`config.mk`:
```
export PLATFORM = sky130hd
export DESIGN_NAME = ram8_word_store
export DESIGN_NICKNAME = d
export VERILOG_FILES = /design/src/rtl/ram8_word_store.sv
export SDC_FILE = /design/constraint.sdc
export NUM_CORES = 1
export LEC_CHECK = 0
export CELL_PAD_IN_SITES_DETAIL_PLACEMENT = 0
export CELL_PAD_IN_SITES_GLOBAL_PLACEMENT = 2
export CORE_UTILIZATION = 30
export CTS_BUF_LIST = sky130_fd_sc_hd__clkbuf_4 sky130_fd_sc_hd__clkbuf_8
export DETAILED_ROUTE_END_ITERATION = 10
export PLACE_DENSITY = 0.62
export SETUP_SLACK_MARGIN = 0.05
export SLEW_MARGIN = 25
export SYNTH_ARGS = -nofsm -noshare
export SYNTH_HDL_FRONTEND = slang
export SYNTH_SLANG_ARGS = --single-unit
```
`constraint.sdc`:
```
create_clock -name clk -period 2.15 [get_ports clk]
set_input_delay 0.43 -clock clk [delete_from_list [all_inputs] [get_ports clk]]
set_output_delay 0.43 -clock clk [all_outputs]
set_load 0.1 [all_outputs]
```
`src/rtl/ram8_word_store.sv`:
```
// ram8_word_store: 8x16 register file with registered read port and self-timed clear sequencer.
// Define RAM8_READ_BYPASS_EN for write-first reads on a same-address collision; default is read-first.
module ram8_word_store #(
  parameter int WIDTH = 16,
  parameter int DEPTH = 8
) (
  input  logic             clk,
  input  logic             rst_n,
  input  logic [WIDTH-1:0] data_in,
  input  logic             load,
  input  logic [2:0]       address,
  input  logic             clear,
  output logic [WIDTH-1:0] data_out,
  output logic             busy
);
  typedef enum logic {IDLE, CLEARING} state_t;
  state_t           state, state_n;
  logic [2:0]       clr_idx, idx_n;
  logic [WIDTH-1:0] mem [DEPTH];
  logic             we;
  logic [2:0]       wa;
  logic [WIDTH-1:0] wd, rd;
  // One shared write port: user writes in IDLE, zero writes while clearing.
  always_comb begin
    state_n = state;
    idx_n   = clr_idx;
    we      = 1'b0;
    wa      = address;
    wd      = data_in;
    if (state == IDLE) begin
      state_n = clear ? CLEARING : IDLE;
      idx_n   = '0;
      we      = load && !clear;
    end else begin
      we      = 1'b1;
      wa      = clr_idx;
      wd      = '0;
      idx_n   = clr_idx + 3'd1;
      state_n = (clr_idx == 3'd7) ? IDLE : CLEARING;
    end
  end
`ifdef RAM8_READ_BYPASS_EN
  assign rd = (we && wa == address) ? wd : mem[address];
`else
  assign rd = mem[address];
`endif
  assign busy = (state == CLEARING);
  always_ff @(posedge clk or negedge rst_n) begin
    if (!rst_n) begin
      state    <= IDLE;
      clr_idx  <= '0;
      data_out <= '0;
      for (int i = 0; i < DEPTH; i++) mem[i] <= '0;
    end else begin
      state    <= state_n;
      clr_idx  <= idx_n;
      data_out <= rd;
      if (we) mem[wa] <= wd;
    end
  end
endmodule

```
**Word-level counts from Yosys, hierarchy flattened**

Index checks and enable logic that the tools add are counted.

- Register bits after elaboration: 148
- Bits of input ports: 23
- Output and inout bits: 17
- Logic and storage cells: 34

- Add/sub/neg operators: 1
- $lt $le $gt $ge: 3
- Eq/ne operators: 1
- Mux-type cells: 13
- Bitwise logic cells: 2
- Reductions and logical operators: 3

Operators by type and width:

| kind | count |
|---|---|
| $bwmux 128 | 1 |
| $mux 16 | 4 |
| $bmux 16 s3 | 1 |
| $demux 16 s3 | 1 |
| $ge 4x4->1 const B | 2 |
| $not 3->4 | 2 |
| $mux 3 | 2 |
| $lt 4x1->1 const B | 1 |
| $mux 1 | 4 |
| $add 3x1->3 const B | 1 |
| $eq 3x3->1 const B | 1 |
| $logic_and 1x1->1 | 2 |
| $logic_not 1->1 | 1 |

**Longest topological paths before layout**

- Depth after elaboration: 7
- Depth in mapped cells: 6
- Gate-level depth less buffers: 3

**Least setup slack after synthesis**

Ideal clock, no wire load.

- Kind: reg2reg
- Start point: register state (netlist: busy)
- End point: register mem[101] (netlist bit)
- Setup time: 0.079 ns
- Arrival time: 2.219 ns
- Slack: -0.148 ns
- Cell stages (with the launch flop): 7
- Path buffers: 3
- Path through: dfrtp_1 > buf_2 > buf_4 > nor2_1 > nand2_1 > buf_4 > mux2i_1

- Word-level cells in the longest chain between the ends: 7

Ends and longest elaborated chain:

| element | RTL line | text |
|---|---|---|
| start, declared | 17 | `state_t state, state_n;` |
| start signal, assigned | 55 | `state <= state_n;` |
| $mux 3 | 30 | `if (state == IDLE) begin` |
| $not 3->4 (implied by the code) | 58 | `if (we) mem[wa] <= wd;` |
| $ge 4x4->1 (implied by the code) or $lt 4x1->1 (tied branches) | 58 |  |
| $logic_and 1x1->1 (implied by the code) | 58 |  |
| $mux 16 (implied by the code) | 58 |  |
| $demux 16 s3 | 58 |  |
| $bwmux 128 | 58 |  |
| end signal, assigned by index | 58 |  |
| end, declared | 19 | `logic [WIDTH-1:0] mem [DEPTH];` |

Several ways; a longest one is shown, not always the timed one.
A chain may end at the register's enable or synchronous reset.

**Worst setup path in the final report**

- Start point: register state (netlist: busy)
- End point: register mem[30] (netlist bit)

Same word-level chain as after synthesis.

==> results.txt <==
The flow ran to the end, and the final reports show no timing, DRC or antenna violations. The largest fanout of any net on the critical path was 15; the area taken by multi-input logic gates was 2680 µm². The area of the die is 22600 µm², and the number of standard cells after synthesis is 474.

The maximum clock path buffer count was 2; the post-DP HPWL was 11400 µm. Synthesis produced a netlist with a net count of 499. The floorplan die width is 150 µm, and the remaining max-slew budget at the tightest pin is 0.657. The Yosys step of the flow raised 0 warnings.

The arrival time at the worst endpoint came out at 2.07 ns. TritonCTS built the clock tree. STA classifies the critical path endpoint as a flip-flop.

Once placement completed, the tool counted placed cells totaling 793. Data on the critical path is required at its endpoint by 2.49 ns. Leaving out filler cells and counting taps, the final layout contains 825. During placement, the flow inserted port buffers numbering 39. The tools report the via count of the routed design as 4331. Initial antenna violation count: 0. Dividing total power by cell area gives a power density of 1120 nW/µm².

The tightest min-delay check is of the in -> async type. The run gives 3700 µm² as the sequential cell area. The final sum of negative setup slack was 0 ns; the proportion of synthesized chip area in sequential cells was 0.560. For the iteration count of the initial detailed-routing pass, the log shows 4. Across the VDD grid, the largest voltage drop is 0.000866 V. Hold is met by 0.485 ns. Measured along the y axis, the die boundary spans 150 µm. For the pin with the worst max-slew slack, the measured transition is 0.515 ns. The number of enable flip-flop cells after synthesis was 0. The critical path's most frequent cell is sky130_fd_sc_hd__buf_4. Across the run, the number of max-cap violations was 0.

The run gives 18500 µm as the final wirelength. The synthesis-to-finish area growth is 20.5%. The final-report max-slew violation count came out at 0. Final setup violation count: 0. The number of buffers inserted to repair setup after CTS is 0, and the DRC violation count after routing is 0.

Setup repair after global routing left no endpoint under its margin. The main flop type after synthesis was sky130_fd_sc_hd__dfrtp_1. The fraction of final layout cells sized beyond drive strength 1 is 0.267, and the average cell area after synthesis is 13.9 µm².

Fill cells in the final layout number 2009. Across the routed clock network, the largest skew measured is 0.0150 ns. The effective utilization at floorplan is 0.311, and the synthesized cell area is 6610 µm². The final critical delay including setup and external delays is 1.73 ns.

At the end of routability-driven placement, the weighted congestion stood at 0.730. The number of gates resized after CTS was 0. Worst reg-to-reg path cell count: 5.

The total power after layout came out at 8.91 mW. The fraction of the core area covered by cells at the end of the flow is 0.374, and the post-CTS clock slew at the launch and capture registers of the worst setup and hold paths is 0.09 ns. The core area is 21300 µm², and the number of DRC violations after detailed-routing iteration 0 is 226. After global routing the overflow that remains totals 0. Slowest cell on the critical path: sky130_fd_sc_hd__dfrtp_2. For the maximum level of the CTS H-tree, the log shows 4. Total global routing track utilization: 0.180.

The critical path goes through buf_4 -> nand2b_1 -> nor2_2 -> buf_4 -> a22o_1. The repair_antennas step left the layout with diodes totalling 0. The final number of hold-violating endpoints is 0.

The clock tree root driver cell was sky130_fd_sc_hd__clkbuf_8. For this design the static power due to leakage is 3.82 nW. The tools report the nature of the critical path startpoint as a flip-flop. The tools report the number of global-route vias before repair as 4669.

For the layout net count, the log shows 563. At the later pin of the worst-skew pair, clock insertion delay measures 0.46 ns. Once detail routing completed, the nets flagged for antenna violations numbered 0.

The path type of the worst setup path is reg -> reg. After floorplanning, the core was divided into 53 placement rows. The routed wirelength normalized by instance count was 22.4 µm. The synthesized design contains 148 register bits.

In this run the count of I/O pins placed on the die edge is 40. The number of sinks driven by the clock tree was 148; the number of buffers inserted by hold repair at cts was 1. Counting distinct cell types in the post-synthesis netlist gives 36.

Based on the critical path, the design can be clocked at up to 0.579 GHz. TritonCTS created 17 clock buffers. The ratio of final minimum period to clock period came out at 0.804. The proportion of synthesized flip-flops having asynchronous set or reset is 1.00, and the delay of the slowest critical-path stage is 0.52 ns. The mean number of vias per cell works out to 5.25.

The first global-routing pass estimated 28900 µm of wire. Entering global routing, the biggest net connects 51 pins.
[cell type report]
| class | instances | share of cell area |
|---|---|---|
| Tap cell | 275 | 0.0432 |
| Timing Repair Buffer | 77 | 0.101 |
| Inverter | 16 | 0.00754 |
| Sequential cell | 148 | 0.465 |
| Clock buffer | 21 | 0.0339 |
| Multi-Input combinational cell | 278 | 0.336 |
| Clock inverter | 10 | 0.0137 |
[worst max-delay path, delay by kind of cell (launching register included)]
family | cells | cell delay [ns]
buffers and inverters | 2 | 0.46
flip-flops | 1 | 0.52
AO/OA/AOI/OAI | 1 | 0.25
AND/OR/NAND/NOR | 2 | 0.38
[stage by stage]
step,instance area [µm²],setup WS [ns]
floorplan,6610,0.171
global placement,7580,0.0376
detailed placement,7580,0.00737
CTS,7970,0.412
global route,7970,0.304
finish,7970,0.422
[sequential cells by signal (all words and copies together), names as in the netlist]
signal and count:
clr_idx 3, data_out 16, busy 1, mem 128
[layer usage]
layer  up-vias  part of all wire  global-route usage
met1      2299              0.47               0.249
met4         0             0.019              0.0621
met2       129              0.46               0.273
met3        23             0.054              0.0436
met5         -                 0                   0
li1       1880                 -                   -
[where the power goes]
group | total, mW | internal [mW] | leakage (nW) | switching [mW]
Clock | 2.16 | 1.08 | 0.195 | 1.08
Sequential | 3.89 | 3.46 | 2.03 | 0.427
Combinational | 2.86 | 1.07 | 1.59 | 1.79
Total | 8.91 | 5.61 | 3.82 | 3.30
[synthesized netlist by cell type (2+ instances only)]
| library cell | number | share of area |
|---|---|---|
| sky130_fd_sc_hd__dfrtp_1 | 148 | 0.56 |
| sky130_fd_sc_hd__o22ai_1 | 3 | 0.0028 |
| sky130_fd_sc_hd__clkbuf_1 | 9 | 0.0051 |
| sky130_fd_sc_hd__nor2_1 | 3 | 0.0017 |
| sky130_fd_sc_hd__buf_2 | 13 | 0.0098 |
| sky130_fd_sc_hd__nor4bb_1 | 2 | 0.0030 |
| sky130_fd_sc_hd__ha_1 | 2 | 0.0038 |
| sky130_fd_sc_hd__buf_6 | 2 | 0.0034 |
| sky130_fd_sc_hd__nand4bb_1 | 2 | 0.0034 |
| sky130_fd_sc_hd__a22o_1 | 64 | 0.085 |
| sky130_fd_sc_hd__mux4_2 | 32 | 0.11 |
| sky130_fd_sc_hd__nor2_4 | 2 | 0.0034 |
| sky130_fd_sc_hd__mux2_2 | 16 | 0.027 |
| sky130_fd_sc_hd__mux2i_1 | 64 | 0.097 |
| sky130_fd_sc_hd__buf_1 | 3 | 0.0017 |
| sky130_fd_sc_hd__and2_1 | 2 | 0.0019 |
| sky130_fd_sc_hd__buf_4 | 5 | 0.0057 |
| sky130_fd_sc_hd__inv_1 | 16 | 0.0091 |
| sky130_fd_sc_hd__nor2b_1 | 3 | 0.0028 |
| sky130_fd_sc_hd__nand4b_1 | 2 | 0.0027 |
| sky130_fd_sc_hd__nand2_1 | 65 | 0.037 |
| sky130_fd_sc_hd__nor3_4 | 2 | 0.0049 |
[cell families (layout without fill, tap and decap cells)]
kind of cell	count (synthesis)	after routing	share of synthesized area
flops	148	148	0.560
mux	112	112	0.233
fa+ha+maj	2	2	0.00379
compound gates	70	70	0.0903
simple gates	94	94	0.0776
buf+inv	48	124	0.0348
[path summary, 6_finish.rpt]
path | from | end | slack [ns]
max in group asynchronous | rst_n | mem[10]$_DFFE_PN0P_ | 0.91
worst max-delay path | busy$_DFF_PN0_ | mem[30]$_DFFE_PN0P_ | 0.42
worst max register to register | busy$_DFF_PN0_ | mem[30]$_DFFE_PN0P_ | 0.42
min in group clk | mem[18]$_DFFE_PN0P_ | mem[18]$_DFFE_PN0P_ | 0.50
worst min register to register | mem[18]$_DFFE_PN0P_ | mem[18]$_DFFE_PN0P_ | 0.50
worst min-delay path | rst_n | data_out[15]$_DFF_PN0_ | 0.49
[layout by cell type, fill, tap and decap left out, types with 5 or more instances in the layout]
master | synthesis | final
sky130_fd_sc_hd__nand2_1 | 65 | 65
sky130_fd_sc_hd__clkbuf_8 | 0 | 18
sky130_fd_sc_hd__inv_1 | 16 | 16
sky130_fd_sc_hd__clkinv_2 | 0 | 5
sky130_fd_sc_hd__a22o_1 | 64 | 64
sky130_fd_sc_hd__buf_4 | 5 | 40
sky130_fd_sc_hd__mux2_2 | 16 | 16
sky130_fd_sc_hd__dfrtp_1 | 148 | 147
sky130_fd_sc_hd__clkdlybuf4s50_1 | 0 | 19
sky130_fd_sc_hd__mux2i_1 | 64 | 64
sky130_fd_sc_hd__buf_12 | 0 | 14
sky130_fd_sc_hd__mux4_2 | 32 | 32
No activity file was read; power rests on OpenSTA's default activity.
